[config.mk]
export PLATFORM = sky130hd
export DESIGN_NAME = huffman_act_serializer
export DESIGN_NICKNAME = d
export VERILOG_FILES = /design/src/rtl/huffman_act_serializer.sv
export SDC_FILE = /design/constraint.sdc
export NUM_CORES = 1
export LEC_CHECK = 0
export CAP_MARGIN = 20
export CELL_PAD_IN_SITES_DETAIL_PLACEMENT = 1
export CELL_PAD_IN_SITES_GLOBAL_PLACEMENT = 1
export CORE_MARGIN = 1
export CORE_UTILIZATION = 47
export DETAILED_ROUTE_END_ITERATION = 8
export DONT_BUFFER_PORTS = 1
export GPL_ROUTABILITY_DRIVEN = 0
export GPL_TIMING_DRIVEN = 0
export PLACE_DENSITY = 0.87
export RECOVER_POWER = 100
export SLEW_MARGIN = 20
export SYNTH_ARGS = -nofsm -noshare
export SYNTH_HDL_FRONTEND = slang
export SYNTH_SLANG_ARGS = --single-unit
[constraint.sdc]
create_clock -name clk -period 2.5 [get_ports clk]
set_clock_uncertainty 0.2 [all_clocks]
set_input_delay 0.25 -clock clk [delete_from_list [all_inputs] [get_ports clk]]
set_output_delay 0.25 -clock clk [all_outputs]
set_load 0.005 [all_outputs]
[src/rtl/huffman_act_serializer.sv]
// Word-to-bit serializer feeding the activation Huffman decoder, MSB first, with a one-word
// holding buffer for gap-free output. Optional last-word/partial-length support: HUFF_SER_LAST_EN.
module huffman_act_serializer #(
    parameter int unsigned WORD_W = 32,
    parameter int unsigned CNT_W  = 5
) (
    input  logic              clk,
    input  logic              reset,
    input  logic [WORD_W-1:0] word_in,
    input  logic              word_valid,
    output logic              word_ready,
    output logic              out_bit,
    output logic              out_valid,
    input  logic              out_ready
`ifdef HUFF_SER_LAST_EN
    ,
    input  logic              word_last,
    input  logic [CNT_W:0]    word_nbits,
    output logic              done
`endif
);

    logic [WORD_W-1:0] sh_q, sh_d;
    logic [CNT_W-1:0]  cnt_q, cnt_d;
    logic              act_v_q, act_v_d;
    logic [WORD_W-1:0] hd_q, hd_d;
    logic [CNT_W-1:0]  hd_cnt_q, hd_cnt_d;
    logic              hold_v_q, hold_v_d;

    logic              accept, fire, last;
    logic              load_in, load_hd, drop, shift, hold_wr;
    logic [CNT_W-1:0]  in_cnt;

    assign word_ready = reset & ~hold_v_q;
    assign out_valid  = reset & act_v_q;
    assign out_bit    = reset & sh_q[WORD_W-1];

    assign accept = word_valid & word_ready;
    assign fire   = out_valid & out_ready;
    assign last   = fire & (cnt_q == '0);

    // Mutually exclusive update actions; accept implies an empty hold.
    assign load_in = accept & (~act_v_q | (last & ~hold_v_q));
    assign load_hd = last & hold_v_q;
    assign drop    = last & ~hold_v_q & ~accept;
    assign shift   = fire & ~last;
    assign hold_wr = act_v_q & ~last & accept;

`ifdef HUFF_SER_LAST_EN
    logic [CNT_W:0] nbits_m1;
    // nbits of 0 or WORD_W both wrap to WORD_W-1 in the low CNT_W bits.
    assign nbits_m1 = word_nbits - 1'b1;
    assign in_cnt   = word_last ? nbits_m1[CNT_W-1:0] : CNT_W'(WORD_W - 1);
`else
    assign in_cnt = CNT_W'(WORD_W - 1);
`endif

    always_comb begin
        sh_d     = sh_q;
        cnt_d    = cnt_q;
        act_v_d  = act_v_q;
        hd_d     = hd_q;
        hd_cnt_d = hd_cnt_q;
        hold_v_d = hold_v_q;

        if (load_in) begin
            sh_d    = word_in;
            cnt_d   = in_cnt;
            act_v_d = 1'b1;
        end else if (load_hd) begin
            sh_d     = hd_q;
            cnt_d    = hd_cnt_q;
            act_v_d  = 1'b1;
            hold_v_d = 1'b0;
        end else if (drop) begin
            sh_d    = '0;
            cnt_d   = '0;
            act_v_d = 1'b0;
        end else if (shift) begin
            sh_d  = sh_q << 1;
            cnt_d = cnt_q - 1'b1;
        end

        if (hold_wr) begin
            hd_d     = word_in;
            hd_cnt_d = in_cnt;
            hold_v_d = 1'b1;
        end
    end

    always_ff @(posedge clk) begin
        if (!reset) begin
            sh_q     <= '0;
            cnt_q    <= '0;
            act_v_q  <= 1'b0;
            hd_q     <= '0;
            hd_cnt_q <= '0;
            hold_v_q <= 1'b0;
        end else begin
            sh_q     <= sh_d;
            cnt_q    <= cnt_d;
            act_v_q  <= act_v_d;
            hd_q     <= hd_d;
            hd_cnt_q <= hd_cnt_d;
            hold_v_q <= hold_v_d;
        end
    end

`ifdef HUFF_SER_LAST_EN
    logic act_last_q, act_last_d;
    logic hd_last_q, hd_last_d;
    logic done_q, done_d;

    always_comb begin
        act_last_d = act_last_q;
        hd_last_d  = hd_last_q;
        done_d     = last & act_last_q;
        if (load_in) begin
            act_last_d = word_last;
        end else if (load_hd) begin
            act_last_d = hd_last_q;
        end else if (drop) begin
            act_last_d = 1'b0;
        end
        if (hold_wr) begin
            hd_last_d = word_last;
        end
    end

    always_ff @(posedge clk) begin
        if (!reset) begin
            act_last_q <= 1'b0;
            hd_last_q  <= 1'b0;
            done_q     <= 1'b0;
        end else begin
            act_last_q <= act_last_d;
            hd_last_q  <= hd_last_d;
            done_q     <= done_d;
        end
    end

    assign done = done_q;
`endif

endmodule

## Yosys cells after proc, flatten, opt, wreduce, memory -nomap -nowiden

Cells that the tools add are included.

- Bits in latches: 0
- Memories kept: 0
- Memory bits (read-only): 0
- Output and inout port bits: 3
- Flip-flop bits (word level): 72
- Bits in writable memories: 0

- Order comparisons: 0
- Reductions and logical operators: 5
- Add/subtract/negate cells: 1
- Equal/unequal tests: 1
- Divide/modulo/power cells: 0
- Multiply operators: 0
- Bitwise gates (word level): 18
- Shift operators: 0
- Mux-type cells: 14

Operators with widths:

| kind | number |
|---|---|
| two-way mux 32 bit | 4 |
| two-way mux 5 bit | 4 |
| bitwise AND 1 bit | 13 |
| two-way mux 1 bit | 6 |
| zero test 5 bit | 1 |
| subtractor 5 x 1 -> 5 bit (second input constant) | 1 |
| NOT 1 bit | 4 |
| nonzero test 4 bit | 1 |
| nonzero test 3 bit | 1 |
| inequality test 2 x 1 -> 1 bit (second input constant) | 1 |
| AND reduction 2 bit | 1 |
| nonzero test 2 bit | 1 |
| bitwise OR 1 bit | 1 |

## Longest topological paths before layout

Gate-level depths: netlist of the first run.

- Depth after elaboration: 9
- Mapped depth: 8
- Depth with buffers taken out: 6

## Worst setup path after synthesis of the first run

No wires, ideal clock.

- Path kind: reg2reg
- Start: register cnt_q[0]
- End: register cnt_q[3]
- Library setup time: 0.117 ns
- Arrival: 1.758 ns
- Stages on the path, launching flop included: 8
- Path slack: 0.426 ns
- Path through: dfxtp_1 > inv_1 > ha_1 > or3b_1 > buf_6 > or4_1 > a31oi_1 > nor2_1

- Longest elaborated chain between the ends: 7
- Elaborated cells between the ends (all ways): 15
- Those cells by class: add/sub (1); mux (4); bitwise (8); reduce/logical (2)

RTL lines:

| what | line | text |
|---|---|---|
| from (decl) | 24 | `logic [CNT_W-1:0] cnt_q, cnt_d;` |
| from (signal assigned) | 101 | `cnt_q <= cnt_d;` |
| branches (longest 7 deep; another with subtractor 5 x 1 -> 5 bit) | - |  |

Parallel ways; which one is timed is not known. The select of a mux whose other input is x is not followed.
A chain may end at the register's enable or synchronous reset.

## Worst setup path after layout of the first run

- Start: register cnt_q[0]
- End: register hd_q[2]

- Longest elaborated chain between the ends: 5

RTL lines:

| what | line | text |
|---|---|---|
| zero test 5 bit | 40 | `assign last = fire & (cnt_q == '0);` |
| bitwise AND 1 bit | 40 |  |
| NOT 1 bit | 47 | `assign hold_wr = act_v_q & ~last & accept;` |
| bitwise AND 1 bit (2 in series) | 47 |  |
| to (signal assigned) | 96 | `hd_q <= '0;` |
| to (signal assigned) | 103 | `hd_q <= hd_d;` |
| to (decl) | 26 | `logic [WORD_W-1:0] hd_q, hd_d;` |

No other way between the ends.

==> flow_metrics.tcl, run 1 <==
set metrics [dict create \
    cts_root_buffer "clkbuf_8" \
    violations "design-rule violations" \
    yosys_warnings 0 \
    required_ps 2530 \
    path_cells "inv_1, ha_1, or3b_1, buf_6, o2111a_1, clkbuf_2, nand2_1, a21boi_0" \
    hold_path.class "input port to register" \
    first_global_vias 3219 \
    slew_viol_final 0 \
    postRouteAntennaNets 0 \
    cts_tree "yes" \
    irDropWorstVdd_mv 0.4005 \
    core_area_um2 6495 \
    synthAdderAreaFrac 0.003877 \
    finalSetupViolCount 0 \
    min_period_ps 2327 \
    syn_inst 382 \
    layout.nets 463 \
    synth_top_area_share 0.4467 \
    synth-xor-area-share 0 \
    numCtsBuffers 9 \
    end_kind "register" \
    rr_worst_depth 8 \
    max_freq_mhz 429.8 \
    worstReg2RegEnd "hd_q[2]" \
    overflow 0 \
    setup_tns_ps 0 \
    async_reset_ff_frac 0 \
    crit_start "cnt_q[0]" \
    drc_errors 2 \
    worstMarginPinSlew_ps 592.7 \
    ys.flop_type "dfxtp_1" \
    drt_wl_total_mm 9.212 \
    final_cell_area_um2 3865 \
    rows 29 \
    synthTopCellsByCount "nand2_1, dfxtp_1, a21oi_1" \
    drt_iter0_drc 183 \
    post-route-util 0.5951 \
    r2r_start "cnt_q[0]" \
    layout-drive-gt1-share 0.1000 \
    critPathArrivalTime_ps 2350 \
    yosysUniqueCellTypes 40 \
    synth-edff-count 0 \
    n_antenna_cell 0 \
    antenna_found_initial 0 \
    syn_to_final_growth_pct 19.78 \
    synth-simple-area-share 0.1694 \
    slew_headroom 0.6022 \
    clock_latency_ps 350 \
    vias 3024 \
    synth.area.top_cells "dfxtp_1, nand2_1, a221oi_1" \
    clk_pin_slew_ps 80 \
    powerDensity_nw_per_um2 697.3 \
    placed_area_um2 3323 \
    synthMuxAreaShare 0.003102 \
    yosysMostFrequentCell "nand2_1" \
    die_height_um 84.86 \
    postSynthAreaPerCell_um2 8.447 \
    grt_usage 0.2734 \
    firstDrtPassIters 6 \
    htreeDepth 3 \
    post_cts_buffers 0 \
    max_cap_viol_count 0 \
    hold_viol_final 0 \
    rsz0062_at_grt "false" \
    synth_top_area_cell "dfxtp_1" \
    initial_utilization 0.4968 \
    die_w_um 84.86 \
    start_kind "register" \
    cts_sinks 72 \
    wl_per_cell_um 18.17 \
    outcome "finished with violations" \
    endpoint "hd_q[2]" \
    ys_seq_area_frac 0.4467 \
    dp.final_hpwl_mm 5.788 \
    r2r_slack_ps 170 \
    pin_count 39 \
    clock_path_buffers 2 \
    synth-seq-cells 72 \
    port_buffers 0 \
    grt_pass1_wl_mm 15.24 \
    finalPower_uw 2695 \
    synth_compound_area_frac 0.3191 \
    path_class "register to register" \
    grt_max_degree 12 \
    synth_area_um2 3227 \
    via_per_inst 5.964 \
    synth_top_family_by_area "compound AO/OA/AOI/OAI gates" \
    cpPeakStageDelay_ps 390 \
    crit_slowest_cell "or3b_1" \
    dieArea_um2 7201 \
    p_leak_uw 0.001397 \
    crit_fanout 10 \
    period_share 0.9307 \
    synth_nets 419 \
]
state kept, by name, summed over array words and instances (netlist names):
name      count
hold_v_q      1
cnt_q         5
act_v_q       1
hd_cnt_q      1
hd_q         32
sh_q         32
worst max-delay path: cells and delay by family (launching register included):
| family | cells | cell delay [ps] |
|---|---|---|
| flip-flops | 1 | 340 |
| AND/OR/NAND/NOR | 2 | 500 |
| buffers and inverters | 3 | 460 |
| AO/OA/AOI/OAI | 2 | 430 |
| adder cells (fa/ha/maj) | 1 | 250 |
through the flow:
| step | hold WS, ps | setup WS [ps] | std cells |
|---|---|---|---|
| floorplan | 184.8 | 425.7 | 382 |
| global placement | 186.1 | 302.7 | 459 |
| detailed placement | 193.0 | 239.5 | 459 |
| CTS | 95.36 | 228.3 | 507 |
| global route | 107.3 | 58.35 | 507 |
| finish | 99.55 | 173.1 | 507 |
metal layers:
metal  vias up  part of all wire  wire length (um)  global-route usage
li1       1460                 -                 -                   -
met2        60              0.51              4724              0.5063
met1      1495              0.44              4052              0.3160
met4         0             0.010                96             0.09399
met5         -                 0                 0                   0
met3         9             0.037               338             0.05058
cell type report:
type	instances	area [um^2]
Buffer	33	171.4
Clock buffer	12	155.1
Clock inverter	3	65.06
Fill cell	783	2630
Inverter	4	15.01
Multi-Input combinational cell	273	1590
Sequential cell	72	1441
Tap cell	77	96.34
Timing Repair Buffer	33	330.3
how the worst min path moves through the flow:
| stage | to | slack [ps] | start | depth (start not counted) |
|---|---|---|---|---|
| after floorplan | hd_q[0] | 180 | word_in[0] | 2 |
| after global placement | hd_q[22] | 190 | word_in[22] | 2 |
| after detailed placement | hd_q[8] | 190 | word_in[8] | 2 |
| after CTS | act_v_q | 100 | word_valid | 2 |
| after global routing | act_v_q | 110 | word_valid | 2 |
| final | act_v_q | 100 | word_valid | 2 |
kinds of logic after synthesis:
group                    after synthesis
adder cells (fa/ha/maj)                1
multiplexers                           1
buffers and inverters                 37
AO/OA/AOI/OAI                        149
flip-flops                            72
AND/OR/NAND/NOR                      122
report_power, final:
group / total [uW] / switching (uW) / internal [uW]
sequential: 1260 / 41.0 / 1220
clock: 1040 / 430 / 610
combinational: 396 / 236 / 161
what timing repair did:
action,CTS,global route
hold buffers,33,0
endpoints found under the hold margin,65,0
gates resized for setup,0,0
placed cells by master, fill, tap and decap left out, types with 5 or more instances in the layout:
master / n
dlygate4sd3_1: 33
nand2_1: 99
clkbuf_1: 16
clkbuf_2: 6
a21oi_1: 35
o21ai_0: 33
dfxtp_1: 72
nor2_1: 6
a21boi_0: 28
a221oi_1: 32
buf_4: 5
buf_2: 5
clkbuf_8: 11
Power figures use the tool's default switching activity.
==> run 2, diff against run 1 <==
--- a/config.mk
+++ b/config.mk
@@ -9,12 +9,12 @@
 export CELL_PAD_IN_SITES_DETAIL_PLACEMENT = 1
 export CELL_PAD_IN_SITES_GLOBAL_PLACEMENT = 1
 export CORE_MARGIN = 1
-export CORE_UTILIZATION = 47
+export CORE_UTILIZATION = 51
 export DETAILED_ROUTE_END_ITERATION = 8
 export DONT_BUFFER_PORTS = 1
 export GPL_ROUTABILITY_DRIVEN = 0
 export GPL_TIMING_DRIVEN = 0
-export PLACE_DENSITY = 0.87
+export PLACE_DENSITY = 0.93
 export RECOVER_POWER = 100
 export SLEW_MARGIN = 20
 export SYNTH_ARGS = -nofsm -noshare
==> constraint.sdc (replaced) <==
create_clock -name clk -period 2.8 [get_ports clk]
set_clock_uncertainty 0.2 [all_clocks]
set_input_delay 0.28 -clock clk [delete_from_list [all_inputs] [get_ports clk]]
set_output_delay 0.28 -clock clk [all_outputs]
set_load 0.005 [all_outputs]
==> run 2 against run 1 <==
Net effect: the run now ends clean; total power is 9.2% lower; cell count shrank 0.39%; global-route usage increased by 7.7 points; flip-flop and latch count is the same; routed wire length up 19%; first-iteration DRC count rose by 2.2%; fmax shrank 7.5%; die area down 7.7%; hold slack worse by 79 ps; clock power shrank 9%; critical endpoint is now sh_q[11]; largest cell class unchanged; largest power group unchanged.
==> flow_metrics.tcl, run 2 (synthesized netlist as in run 1, its figures left out) <==
set metrics [dict create \
    irDropWorstVdd_mv 0.3921 \
    p_leak_uw 0.001389 \
    htreeDepth 3 \
    via_per_inst 6.382 \
    layout_commonest_cell "nand2_1" \
    dieArea_um2 6650 \
    first_global_vias 3413 \
    filler_cell_count 721 \
    clk_pin_slew_ps 80 \
    crit_fanout 10 \
    die_w_um 81.55 \
    clock_path_buffers 2 \
    rows 28 \
    r2r_start "act_v_q" \
    dp.final_hpwl_mm 6.087 \
    overflow 0 \
    layout-drive-gt1-share 0.1000 \
    port_buffers 0 \
    hp-start "word_valid" \
    cts_root_buffer "clkbuf_8" \
    postRouteAntennaNets 0 \
    min_period_ps 2514 \
    hold_path.class "input port to register" \
    required_ps 2870 \
    cts_sinks 72 \
    powerDensity_nw_per_um2 634.1 \
    core_area_um2 6026 \
    numCtsBuffers 9 \
    antenna_found_initial 0 \
    cpMostUsedCell "clkbuf_1" \
    r2r_slack_ps 290 \
    start_kind "register" \
    firstDrtPassIters 4 \
    grt_pass1_wl_mm 17.11 \
    cts_tree "yes" \
    path_class "register to register" \
    layout.nets 462 \
    grt_max_degree 13 \
    setup_tns_ps 0 \
    crit_slowest_cell "o21ai_1" \
    slew_headroom 0.5609 \
    clock_latency_ps 350 \
    final_cell_mix "nand2_1, dfxtp_1, a21oi_1, o21ai_0" \
    holdWs_ps 20.81 \
    syn_to_final_growth_pct 19.58 \
    initial_utilization 0.5355 \
    finalSetupViolCount 0 \
    cts_hold_buf 32 \
    reg_top3 "hd_q: 32 flops, sh_q: 32 flops, cnt_q: 5 flops" \
    drc_errors 0 \
    rr_worst_depth 6 \
    n_antenna_cell 0 \
    vias 3223 \
    grt_usage 0.3505 \
    slew_viol_final 0 \
    holdPathEnd "hold_v_q" \
    wl_per_cell_um 21.72 \
    multiInputGateArea_um2 1599 \
    post_cts_buffers 0 \
    placed_area_um2 3321 \
    max_freq_mhz 397.7 \
    period_share 0.8980 \
    drt_iter0_drc 187 \
    pin_count 39 \
    drt_wl_total_mm 10.97 \
    die_height_um 81.55 \
    outcome "finished, final reports clean" \
    end_kind "register" \
    worstMarginPinSlew_ps 654.3 \
    path_cells "clkbuf_1, nor3b_1, o21ai_1, clkbuf_1, a221oi_1, a21oi_1" \
    cpPeakStageDelay_ps 560 \
    max_cap_viol_count 0 \
    cts_resized 0 \
    regArea_um2 1441 \
    rsz0062_at_grt "false" \
    critPathArrivalTime_ps 2580 \
    hold_viol_final 0 \
    min_delay_path_depth 3 \
    final_cell_area_um2 3859 \
    worstReg2RegEnd "sh_q[11]" \
]
[run 2: per-stage QoR]
step	cells	setup slack (ps)	total power [uW]	utilization
2_1_floorplan	382	725.7	1370	-
4_1_cts	505	460.9	2410	0.6408
3_5_place_dp	457	475.1	1455	0.5511
3_3_place_gp	457	570.2	1431	0.5511
5_1_grt	505	195.5	2517	0.6404
6_report	505	285.6	2447	0.6404
[run 2: cell type report]
class	instances	area share
multi-input cells	273	0.4144
flip-flops and latches	72	0.3735
repair buffers	32	0.08301
plain buffers	33	0.04377
clock buffers	10	0.03567
well taps	75	0.02432
clock inverters	6	0.02140
inverters	4	0.003891
[run 2: how the worst max path moves through the flow]
stage                        start     endpoint  slack [ps]  cells after the start
final                      act_v_q     sh_q[11]         290                      6
after global routing       act_v_q     sh_q[11]         200                      6
after CTS                 cnt_q[0]     cnt_q[3]         460                      7
after detailed placement  cnt_q[0]     cnt_q[3]         480                      7
after global placement    cnt_q[0]  hd_cnt_q[0]         570                      7
after floorplan           cnt_q[0]     cnt_q[3]         730                      7
[run 2: routing by layer]
metal | share of wire | GRT usage | vias up
li1 | - | - | 1453
met1 | 0.41 | 0.3888 | 1595
met2 | 0.50 | 0.6125 | 122
met3 | 0.041 | 0.05778 | 53
met4 | 0.049 | 0.2357 | 0
met5 | 0 | 0 | -
[run 2: worst max-delay path, delay by kind of cell, from the launching register on]
family | cells | cell delay [ps]
compound gates | 3 | 940
simple gates | 1 | 130
flops | 1 | 310
buf+inv | 2 | 840
[run 2: power breakdown]
| group | total (uW) | internal, uW | switching (uW) |
|---|---|---|---|
| combinational | 375 | 143 | 232 |
| clock | 944 | 522 | 423 |
| sequential | 1130 | 1090 | 40.8 |
==> run 3, diff against run 2 <==
--- a/config.mk
+++ b/config.mk
@@ -5,16 +5,17 @@
 export SDC_FILE = /design/constraint.sdc
 export NUM_CORES = 1
 export LEC_CHECK = 0
+export ABC_AREA = 1
 export CAP_MARGIN = 20
 export CELL_PAD_IN_SITES_DETAIL_PLACEMENT = 1
 export CELL_PAD_IN_SITES_GLOBAL_PLACEMENT = 1
 export CORE_MARGIN = 1
-export CORE_UTILIZATION = 51
+export CORE_UTILIZATION = 48
 export DETAILED_ROUTE_END_ITERATION = 8
 export DONT_BUFFER_PORTS = 1
 export GPL_ROUTABILITY_DRIVEN = 0
 export GPL_TIMING_DRIVEN = 0
-export PLACE_DENSITY = 0.93
+export PLACE_DENSITY = 0.94
 export RECOVER_POWER = 100
 export SLEW_MARGIN = 20
 export SYNTH_ARGS = -nofsm -noshare
==> run 3 against run 2 <==
Net effect: the flow now finishes with violations (negative hold slack); routed wire length up 20%; setup slack better by 4.6 ps; highest routed layer unchanged; cell area grew 13%; largest power group unchanged; non-clock buffer count increased by 9; critical path type unchanged; sequential share of layout area down 4.4 points; cell count up 48%; combinational power increased by 31%; first-iteration DRC count grew 9.6%; fmax rose by 0.18%; utilization is 5.0 points lower; area after synthesis grew 16%.
==> flow_metrics.tcl, run 3 <==
set metrics [dict create \
    drt_iter0_drc 205 \
    postRouteAntennaNets 0 \
    critPathArrivalTime_ps 2610 \
    initial_utilization 0.5063 \
    syn_inst 597 \
    outcome "finished with violations" \
    dieArea_um2 8172 \
    path_cells "inv_1, ha_1, nand2_1, nor3_4, nand2_1, nand3_1, inv_1, clkbuf_1, nor2_1, nor2_1" \
    hold_viol_final 3 \
    cts_tree "yes" \
    cts_hold_buf 33 \
    yosys_warnings 0 \
    synth_top_area_cell "dfxtp_1" \
    die_height_um 90.40 \
    port_buffers 0 \
    firstDrtPassIters 7 \
    busiest_layer "met2" \
    powerDensity_nw_per_um2 564.6 \
    postSynthAreaPerCell_um2 6.283 \
    clock_path_buffers 2 \
    synth.area.top_cells "dfxtp_1, nand2_1, nor2_1" \
    cts_sinks 72 \
    wl_per_cell_um 17.62 \
    synth-seq-cells 72 \
    pin_count 39 \
    n_antenna_cell 0 \
    met1_usage 0.3660 \
    core_area_um2 7408 \
    crit_slowest_cell "clkbuf_1" \
    vias 4152 \
    syn_to_final_growth_pct 16.54 \
    synth-edff-count 0 \
    synth_area_um2 3751 \
    setup_tns_ps 0 \
    worstReg2RegEnd "hd_q[24]" \
    cts_root_buffer "clkbuf_8" \
    use_met2 0.5961 \
    irDropWorstVdd_mv 0.2886 \
    die_w_um 90.40 \
    layout-drive-gt1-share 0.06966 \
    holdWs_ps -11.39 \
    rr_worst_depth 10 \
    cpPeakStageDelay_ps 480 \
    ys.flop_type "dfxtp_1" \
    min_period_ps 2510 \
    violations "negative hold slack" \
    synth_top_area_share 0.3843 \
    min_delay_path_depth 4 \
    hold_path.class "input port to register" \
    cts_resized 0 \
    yosysUniqueCellTypes 23 \
    required_ps 2900 \
    max_cap_viol_count 0 \
    async_reset_ff_frac 0 \
    end_kind "register" \
    numCtsBuffers 9 \
    slew_viol_final 0 \
    rsz0062_at_grt "false" \
    synthTopCellsByCount "nand2_1, nor2_1, dfxtp_1" \
    yosysMostFrequentCell "nand2_1" \
    layout_commonest_cell "nand2_1" \
    start_kind "register" \
    period_share 0.8964 \
    dp.final_hpwl_mm 7.704 \
    holdPathEnd "sh_q[7]" \
    post_cts_buffers 0 \
    drt_wl_total_mm 13.13 \
    filler_cell_count 1042 \
    clk_pin_slew_ps 80 \
    multiInputGateArea_um2 1874 \
    antenna_found_initial 0 \
    hp-start "word_in[7]" \
    grt_usage 0.3300 \
    r2r_start "cnt_q[0]" \
    rows 31 \
    worstMarginPinSlew_ps 566.1 \
    via_per_inst 5.573 \
    r2r_slack_ps 290 \
    clock_latency_ps 370 \
    ys_seq_area_frac 0.3843 \
    regArea_um2 1441 \
    slew_headroom 0.6226 \
    drc_errors 0 \
    grt_max_degree 13 \
    overflow 0 \
    grt_pass1_wl_mm 21.27 \
    layout.nets 678 \
    p_leak_uw 0.002029 \
    max_freq_mhz 398.4 \
    met3_usage 0.06397 \
    htreeDepth 3 \
    first_global_vias 4370 \
    synth_nets 634 \
    reg_top3 "hd_q: 32 flops, sh_q: 32 flops, cnt_q: 5 flops" \
    crit_fanout 10 \
    path_class "register to register" \
    final_cell_mix "nand2_1, nor2_1, dfxtp_1, inv_1, nand3_1" \
    finalSetupViolCount 0 \
]
[run 3: cell types whose count changed in the layout (fill, tap and decap cells not counted), sizes merged, moves of 32 or more]
| cell | previous run | this run |
|---|---|---|
| nand3 | 0 | 39 |
| inv | 4 | 48 |
| a221oi | 32 | 0 |
| nand2 | 99 | 175 |
| a21boi | 32 | 0 |
| a21oi | 35 | 3 |
| nand4 | 0 | 34 |
| nor2 | 6 | 144 |
[run 3: worst max-delay path by stage]
stage,start,end,slack (ps),cells after the start
final,cnt_q[0],hd_q[24],290,10
after global routing,cnt_q[0],hd_q[23],140,10
after CTS,cnt_q[0],sh_q[15],530,10
after detailed placement,cnt_q[0],sh_q[15],550,10
after global placement,cnt_q[0],sh_q[30],670,10
after floorplan,cnt_q[0],cnt_q[3],980,11
[run 3: cell type report]
type                            count  share of cell area
Timing Repair Buffer               33             0.07556
Multi-Input combinational cell    436              0.4287
Sequential cell                    72              0.3297
Tap cell                           99             0.02833
Inverter                           48             0.04121
Buffer                             41             0.05352
Clock inverter                      6             0.01374
Clock buffer                       10             0.02919
[run 3: logic make-up (layout without fill, tap and decap cells)]
group	Yosys count	count (layout)	share of synthesized area
adders and majority gates	1	1	0.003335
buffers and inverters	89	138	0.1121
and+or+nand+nor	393	393	0.4423
AOI/OAI and AO/OA	40	40	0.05337
xor gates and xnor gates	2	2	0.004671
DFF	72	72	0.3843
[run 3: per-layer routing]
layer  wire length [um]  vias up
li1                   -     1956
met4                491        0
met2               6461      151
met1               5522     1998
met5                  0        -
met3                653       47
[run 3: metrics by stage]
step	power, uW	worst slack [ps]	cells	utilization	cell area [um^2]
after floorplan	1482	979.0	597	-	3751
after global placement	1552	665.2	696	0.5231	3875
after detailed placement	1585	545.2	696	0.5231	3875
after CTS	2442	527.2	745	0.5930	4393
after global routing	2561	139.1	745	0.5901	4372
final	2468	290.1	745	0.5901	4372
[run 3: power breakdown]
group	switching, uW	total [uW]	internal (uW)
combinational	304	493	189
sequential	47.5	1140	1090
clock	426	833	407
total	777	2470	1690
[run 3: critical path, delay by kind of cell (launching register included)]
family / cells / cell delay [ps]
adder cells (fa/ha/maj): 1 / 230
buffers and inverters: 3 / 830
flip-flops: 1 / 330
AND/OR/NAND/NOR: 6 / 860
